--- src/rtl/result_pack_pkg.sv ---
// Shared types and widths for the result pack stage and its FIFO.
package result_pack_pkg;

   localparam int WORD_W = 16;
   localparam int BEAT_W = 2 * WORD_W;

   typedef enum logic [1:0] {
      PK_IDLE = 2'd0,
      PK_HALF = 2'd1,
      PK_FULL = 2'd2
   } pack_state_e;

   // Even parity of one result word.
   function automatic logic word_par(input logic [WORD_W-1:0] w);
      return ^w;
   endfunction

endpackage

--- src/rtl/result_fifo.sv ---
// Circular word buffer with occupancy count; pushes to a full buffer and pops
// from an empty one are ignored.
module result_fifo #(
   parameter int DEPTH = 4,
   parameter int W     = 16
) (
   input  logic                     clk,
   input  logic                     rst,
   input  logic                     push,
   input  logic [W-1:0]             wr_data,
   input  logic                     pop,
   output logic [W-1:0]             rd_data,
   output logic                     full,
   output logic                     empty,
   output logic [$clog2(DEPTH):0]   level
);

   localparam int AW = $clog2(DEPTH);
   localparam logic [AW:0]   DEPTH_C = (AW+1)'(DEPTH);
   localparam logic [AW:0]   CNT_ONE = (AW+1)'(1);
   localparam logic [AW-1:0] PTR_ONE = AW'(1);

   logic [W-1:0]  mem [DEPTH];
   logic [AW-1:0] wr_ptr;
   logic [AW-1:0] rd_ptr;
   logic [AW:0]   count;
   logic          push_ok;
   logic          pop_ok;

   assign full    = (count == DEPTH_C);
   assign empty   = (count == '0);
   assign level   = count;
   assign rd_data = mem[rd_ptr];
   assign push_ok = push && !full;
   assign pop_ok  = pop && !empty;

   always_ff @(posedge clk) begin
      if (push_ok)
         mem[wr_ptr] <= wr_data;
   end

   // Pointers are AW bits wide, so wrap modulo DEPTH falls out naturally.
   always_ff @(posedge clk or posedge rst) begin
      if (rst) begin
         wr_ptr <= '0;
         rd_ptr <= '0;
         count  <= '0;
      end else begin
         if (push_ok)
            wr_ptr <= wr_ptr + PTR_ONE;
         if (pop_ok)
            rd_ptr <= rd_ptr + PTR_ONE;
         case ({push_ok, pop_ok})
            2'b10:   count <= count + CNT_ONE;
            2'b01:   count <= count - CNT_ONE;
            default: count <= count;
         endcase
      end
   end

endmodule

--- src/rtl/result_pack_stage.sv ---
// Buffers 16-bit result words and packs pairs into 32-bit valid/ready beats;
// flush drains an odd word as a zero-padded last beat. RESULT_PACK_PARITY_EN adds out_par.
//
// state   | meaning
// PK_IDLE | no half word held; next FIFO word becomes lo
// PK_HALF | lo held; waiting for hi word or pending flush
// PK_FULL | beat presented on out_*; waiting for out_ready
module result_pack_stage
   import result_pack_pkg::*;
#(
   parameter int DEPTH = 4,
   parameter int W     = WORD_W
) (
   input  logic                     clk,
   input  logic                     rst,
   input  logic                     in_valid,
   output logic                     in_ready,
   input  logic [W-1:0]             in_data,
   input  logic                     flush,
   output logic                     out_valid,
   input  logic                     out_ready,
   output logic [2*W-1:0]           out_data,
   output logic                     out_last,
   output logic [$clog2(DEPTH):0]   level
`ifdef RESULT_PACK_PARITY_EN
   ,
   output logic [1:0]               out_par
`endif
);

   pack_state_e state;
   logic [W-1:0] lo;
   logic [W-1:0] fifo_rd_data;
   logic         fifo_full;
   logic         fifo_empty;
   logic         fifo_push;
   logic         fifo_pop;
   logic         flush_pend;

   // Acceptance depends only on registered occupancy, never on out_ready.
   assign in_ready  = !rst && !fifo_full;
   assign fifo_push = in_valid && in_ready;
   assign fifo_pop  = !fifo_empty && ((state == PK_IDLE) || (state == PK_HALF));

   result_fifo #(
      .DEPTH (DEPTH),
      .W     (W)
   ) u_fifo (
      .clk     (clk),
      .rst     (rst),
      .push    (fifo_push),
      .wr_data (in_data),
      .pop     (fifo_pop),
      .rd_data (fifo_rd_data),
      .full    (fifo_full),
      .empty   (fifo_empty),
      .level   (level)
   );

   always_ff @(posedge clk or posedge rst) begin
      if (rst) begin
         state      <= PK_IDLE;
         lo         <= '0;
         out_valid  <= 1'b0;
         out_data   <= '0;
         out_last   <= 1'b0;
         flush_pend <= 1'b0;
`ifdef RESULT_PACK_PARITY_EN
         out_par    <= 2'b00;
`endif
      end else begin
         // Later clears in the case below take precedence over a same-cycle flush.
         if (flush)
            flush_pend <= 1'b1;
         case (state)
            PK_IDLE: begin
               if (!fifo_empty) begin
                  lo    <= fifo_rd_data;
                  state <= PK_HALF;
               end else if (flush_pend) begin
                  flush_pend <= 1'b0;
               end
            end
            PK_HALF: begin
               if (!fifo_empty) begin
                  out_data  <= {fifo_rd_data, lo};
                  out_last  <= 1'b0;
                  out_valid <= 1'b1;
`ifdef RESULT_PACK_PARITY_EN
                  out_par   <= {^fifo_rd_data, ^lo};
`endif
                  state     <= PK_FULL;
               end else if (flush_pend) begin
                  out_data   <= {{W{1'b0}}, lo};
                  out_last   <= 1'b1;
                  out_valid  <= 1'b1;
                  flush_pend <= 1'b0;
`ifdef RESULT_PACK_PARITY_EN
                  out_par    <= {1'b0, ^lo};
`endif
                  state      <= PK_FULL;
               end
            end
            PK_FULL: begin
               if (out_ready) begin
                  out_valid <= 1'b0;
                  state     <= PK_IDLE;
               end
            end
            default: state <= PK_IDLE;
         endcase
      end
   end

endmodule

--- config.mk ---
export PLATFORM = sky130hd
export DESIGN_NAME = result_pack_stage
export DESIGN_NICKNAME = d
export VERILOG_FILES = /design/src/rtl/result_pack_pkg.sv /design/src/rtl/result_fifo.sv /design/src/rtl/result_pack_stage.sv
export SDC_FILE = /design/constraint.sdc
export NUM_CORES = 1
export LEC_CHECK = 0
export CAP_MARGIN = 25
export CORE_MARGIN = 5
export CORE_UTILIZATION = 50
export DETAILED_ROUTE_END_ITERATION = 7
export PLACE_DENSITY = 0.77
export SLEW_MARGIN = 40
export SYNTH_ARGS = -nofsm -noshare
export SYNTH_HDL_FRONTEND = slang
export SYNTH_SLANG_ARGS = --single-unit
--- constraint.sdc ---
create_clock -name clk -period 2.7 [get_ports clk]
set_input_delay 0.27 -clock clk [delete_from_list [all_inputs] [get_ports clk]]
set_output_delay 0.27 -clock clk [all_outputs]
set_load 0.1 [all_outputs]
Yosys cells after proc, flatten, opt, wreduce, memory -nomap -nowiden --
Memories as Yosys holds them, arrays and structs flattened. Cells that the tools add are included.
Operators by class: add/subtract/negate cells 4, equal/unequal tests 9, mux-type cells 19, bitwise logic cells 1, reductions and logical operators 18
Operators with widths (number):
- 32-bit two-way mux | 2
- 1-bit two-way mux | 10
- 2-bit two-way mux | 4
- 2-bit one-hot mux with 3 select lines | 1
- 3-bit one-hot mux with 2 select lines | 1
- 3-bit AND reduction | 2
- 1-bit logical AND | 5
- 2-bit by 1-bit adder with 2-bit output (second input constant) | 2
- 2-bit by 1-bit == test with 1-bit output (second input constant) | 2
- 2-bit == test (second input constant) | 2
- 2-bit != test (second input constant) | 2
- 2-bit AND reduction | 2
- 2-bit nonzero test | 2
- 3-bit by 1-bit adder with 3-bit output (second input constant) | 1
- 3-bit == test (second input constant) | 1
- 1-bit zero test | 3
- 3-bit zero test | 1
- 3-bit != test (second input constant) | 1
- 3-bit by 1-bit subtractor with 3-bit output (second input constant) | 1
- 2-bit zero test | 1
- 2-bit by 1-bit != test with 1-bit output (second input constant) | 1
- 1-bit one-hot mux with 2 select lines | 1
- 2-bit OR reduction | 1
- 1-bit logical OR | 1
- 1-bit inverter | 1
Word-level totals: bits in registers 60, RAM bits 64, input bits 21, output and inout port bits 38, logic and storage cells 61, memories 1
Memories:
- u_fifo.mem | words 4, bits a word 16, read ports 1, clocked after Yosys merged registers in 0, write ports 1, RTL line result_fifo.sv:23 | logic [W-1:0] mem [DEPTH];

Longest topological paths before layout --
word-level depth 7, gate-level depth with buffers 9, depth with buffers taken out 9

Cells and area by module --
Synthesis repeated with hierarchy kept, for this count alone.
Second synthesis, totals: cells, all modules 251, area total of the unflattened synthesis 4844.6 sq um
By module, submodules not included:
- result_fifo | times used 1, cells an instance 122, area an instance 2778.9 sq um, sequential area each 2097.0 sq um
- result_pack_stage | times used 1, cells an instance 129, area an instance 2065.7 sq um, sequential area each 1326.3 sq um

Worst setup path before layout --
No wires, ideal clock.
kind flip-flop to output port, start point reg u_fifo.count[0] (netlist: u_fifo.level[0]), end point out in_ready, arrival 2.699 ns, data required time 2.430 ns, slack -0.269 ns, cell stages (with the launch flop) 3, buffers on the path 0, cells stage by stage dfrtp_1 -> nor2_1 -> a21oi_1
Between the ends: cells in the longest elaborated chain, start to end 3
Ends and longest elaborated chain:
- start: declaration | RTL line result_fifo.sv:26 | logic [AW:0] count;
- start signal: assignment | RTL line result_fifo.sv:54 | 2'b10: count <= count + CNT_ONE;
- start signal: assignment | RTL line result_fifo.sv:55 | 2'b01: count <= count - CNT_ONE;
- start signal: assignment | RTL line result_fifo.sv:56 | default: count <= count;
- 3-bit == test | RTL line result_fifo.sv:30 | assign full = (count == DEPTH_C);
- 1-bit zero test | RTL line result_pack_stage.sv:41 | assign in_ready = !rst && !fifo_full;
- 1-bit logical AND | RTL line result_pack_stage.sv:41
- end: declaration | RTL line result_pack_stage.sv:17 | output logic in_ready,
No other way between the ends.

Worst setup path after layout --
start point reg u_fifo.count[0] (netlist: u_fifo.level[0]), end point reg u_fifo.count[2] (netlist: u_fifo.level[2])
Between the ends: cells in the longest elaborated chain, start to end 7, elaborated cells between the ends (all ways) 15, those cells by class add/sub: 2; eq/ne: 3; mux: 1; reduce/logical: 9
Ends and longest elaborated chain:
- 3-bit == test | RTL line result_fifo.sv:30
- 1-bit zero test | RTL line result_fifo.sv:34, result_pack_stage.sv:41
- 1-bit logical AND | RTL line result_pack_stage.sv:41
- 1-bit logical AND | RTL line result_pack_stage.sv:42 | assign fifo_push = in_valid && in_ready;
- 1-bit logical AND | RTL line result_fifo.sv:34 | assign push_ok = push && !full;
- 2-bit by 1-bit == test with 1-bit output / 2-bit == test (equally long branches) | RTL line result_fifo.sv:53 | case ({push_ok, pop_ok})
- 3-bit one-hot mux with 2 select lines / 2-bit nonzero test (equally long branches)
Several ways; a longest one is shown, not always the timed one. A chain may end at the register's enable or synchronous reset.

==> out/qor.txt <==
fmax -> 490 MHz
ys async rst share -> 48.4%
Fin. Hold Viols -> 0
DRT antenna net count -> 0
crit end category -> flop
commonest non-fill, non-tap cell in the layout -> edfxtp_1
Synth cell types -> 32
die area -> 11,600 um^2
Final Max Slew Viols -> 0
DR iter-0 viols -> 104
clk slew on worst S/H paths -> 0.06 ns
root buf cell -> clkbuf_8
number of synthesis warnings -> 0
gpl congestion -> 0.712
Slew @ Worst Pin -> 0.798 ns
Synth Register Bits -> 124
WP data arrival -> 2.43 ns
initial core utilization -> 51.5%
drt drc -> 0
Skew-Pair Late Insertion Delay -> 0.51 ns
first-pass GRT wire length -> 13.7 mm
area delta synth->final -> 25.1%
row count -> 35
die height -> 108 um
n_diodes -> 0
Die Wd -> 108 um
grt total ovfl -> 0
top area cells in the synthesized netlist -> edfxtp_1 (40%), dfrtp_1 (31%), mux4_2 (7.5%)
slowest cell on the critical path -> a211oi_2
Worst Path Max Fanout -> 7
CP Cell Sequence -> nor2_1, a211oi_2, inv_1, ha_1, inv_1, fa_1, xor2_1, nor2_1, xor2_1
register area share after synthesis -> 71.6%
largest net degree at the start of global routing -> 61
final worst slack -> 0.658 ns
RSZ-0062 raised after global routing -> false
postcts setup bufs -> 0
Synth top area share -> 40.2%
post-cts sizing count -> 0
Critical Path Max Stage Delay -> 0.45 ns
delay-heaviest family, CP -> compound AO/OA/AOI/OAI gates
mean area per synthesized cell -> 19.1 um^2
EDFF count, synth -> 64
Hold Buf Count CTS -> 0
Tot GR Track Use -> 15.9%
CTS Buffer Depth -> 2
DP HPWL -> 5.37 mm
Final nets -> 351
Synth area leader -> edfxtp_1
CTS Sinks -> 124
number of max-cap violations -> 0
min Tclk post-route -> 2.04 ns
relative slew slack -> 46.8%
htree depth -> 4
pre-CTS setup slack -> 0.463 ns
Critical Path RT -> 3.08 ns
Final Skew -> 0.0110 ns
leading cell types in the layout, fill and taps excluded -> edfxtp_1 (64), dfrtp_1 (60), buf_4 (45), clkdlybuf4s50_1 (20), clkbuf_16 (17)
WL/cell -> 18.0 um
total routed wirelength -> 8.40 mm
synthesized net count -> 277
layout cells sized above 1 -> 35.9%
core area -> 9280 um^2
outcome -> finished clean
Synth Instances -> 250
setup TNS -> 0 ns
CTS tree -> built
Synth Flop Type -> edfxtp_1
Filler Cells Inserted -> 637
CP bufs+invs -> 2
Num CTS Buffers -> 17
Final period util -> 75.6%
Via density -> 5.23
vias post-DR -> 2,439
vias in the first global route -> 2,578
worst min-delay path category -> in2async
initial antenna violation count -> 0
crit path launch type -> flop
Final setup viols -> 0
drt first pass iters -> 4
Netlist Area Pre-Place -> 4780 um^2
PortBufs -> 58
io pins -> 59
WS Path Type -> reg2reg
==> cell type report <==
| class | instances | area (um^2) | area share (%) |
|---|---|---|---|
| sequential | 124 | 3420 | 57.2 |
| multi-input combinational | 105 | 1230 | 20.6 |
| timing repair buffer | 66 | 558 | 9.32 |
| clock buffer | 20 | 467 | 7.80 |
| tap | 129 | 161 | 2.70 |
| clock inverter | 12 | 106 | 1.78 |
| inverter | 10 | 37.5 | 0.627 |
==> synth_stat cells (5+ instances only) <==
| library cell | number |
|---|---|
| mux2_2 | 11 |
| inv_1 | 10 |
| nor2_1 | 5 |
| buf_6 | 6 |
| edfxtp_1 | 64 |
| mux2_4 | 10 |
| a22o_1 | 16 |
| mux4_2 | 16 |
| dfrtp_1 | 60 |
| and2_1 | 5 |
| mux2_1 | 12 |
| ha_1 | 5 |
==> sequential cells by signal (all words and copies together), names as in the netlist <==
register / flops
state: 2
u_fifo.mem: 64
u_fifo.level: 3
lo: 16
out_valid: 1
u_fifo.wr_ptr: 2
out_data: 32
out_last: 1
flush_pend: 1
u_fifo.rd_ptr: 2
==> worst min-delay path, cell delays in order <==
cell,delay [ns]
clkdlybuf4s50_1,0.48
inv_2,0.10
buf_12,0.28
==> worst paths after layout <==
path | cells after the start | slack (ns) | from | to
setup / recovery | 9 | 0.66 | u_fifo.level[0] | u_fifo.level[2]
hold / removal | 3 | 0.24 | rst | u_fifo.wr_ptr[0]
setup reg to reg | 9 | 0.66 | u_fifo.level[0] | u_fifo.level[2]
hold reg to reg | 1 | 0.49 | out_data[1] | out_data[1]
max in group asynchronous | 3 | 2.18 | rst | out_data[13]
min in group clk | 3 | 0.35 | flush | flush_pend
==> logic make-up (layout without fill, tap and decap cells) <==
| family | Yosys count | after routing | synth area share [%] |
|---|---|---|---|
| simple gates | 19 | 19 | 2.35 |
| mux | 50 | 50 | 16.3 |
| fa+ha+maj | 6 | 6 | 1.73 |
| buf+inv | 21 | 108 | 2.75 |
| compound gates | 24 | 24 | 4.19 |
| flops | 124 | 124 | 71.6 |
| xor+xnor | 6 | 6 | 1.10 |
==> stage by stage <==
stage | cell area [um^2] | std cells | utilization [%] | hold slack, ns
2_1_floorplan | 4790 | 250 | - | 0.369
3_3_place_gp | 5410 | 434 | 58.3 | 0.465
3_5_place_dp | 5410 | 434 | 58.3 | 0.482
4_1_cts | 5980 | 466 | 64.5 | 0.255
5_1_grt | 5980 | 466 | 64.5 | 0.276
6_report | 5980 | 466 | 64.5 | 0.236
==> per-layer routing <==
metal  vias to the layer above  share of wire, %  global-route usage [%]
met2                        82                49                    24.6
met4                         0               1.3                    6.49
met3                         8               5.4                    4.80
met5                         -                 0                       0
met1                      1247                44                    21.2
li1                       1102                 -                       -
Power is not shown: default switching activity piles up to over one toggle a cycle in this logic, so the estimate is an artifact.
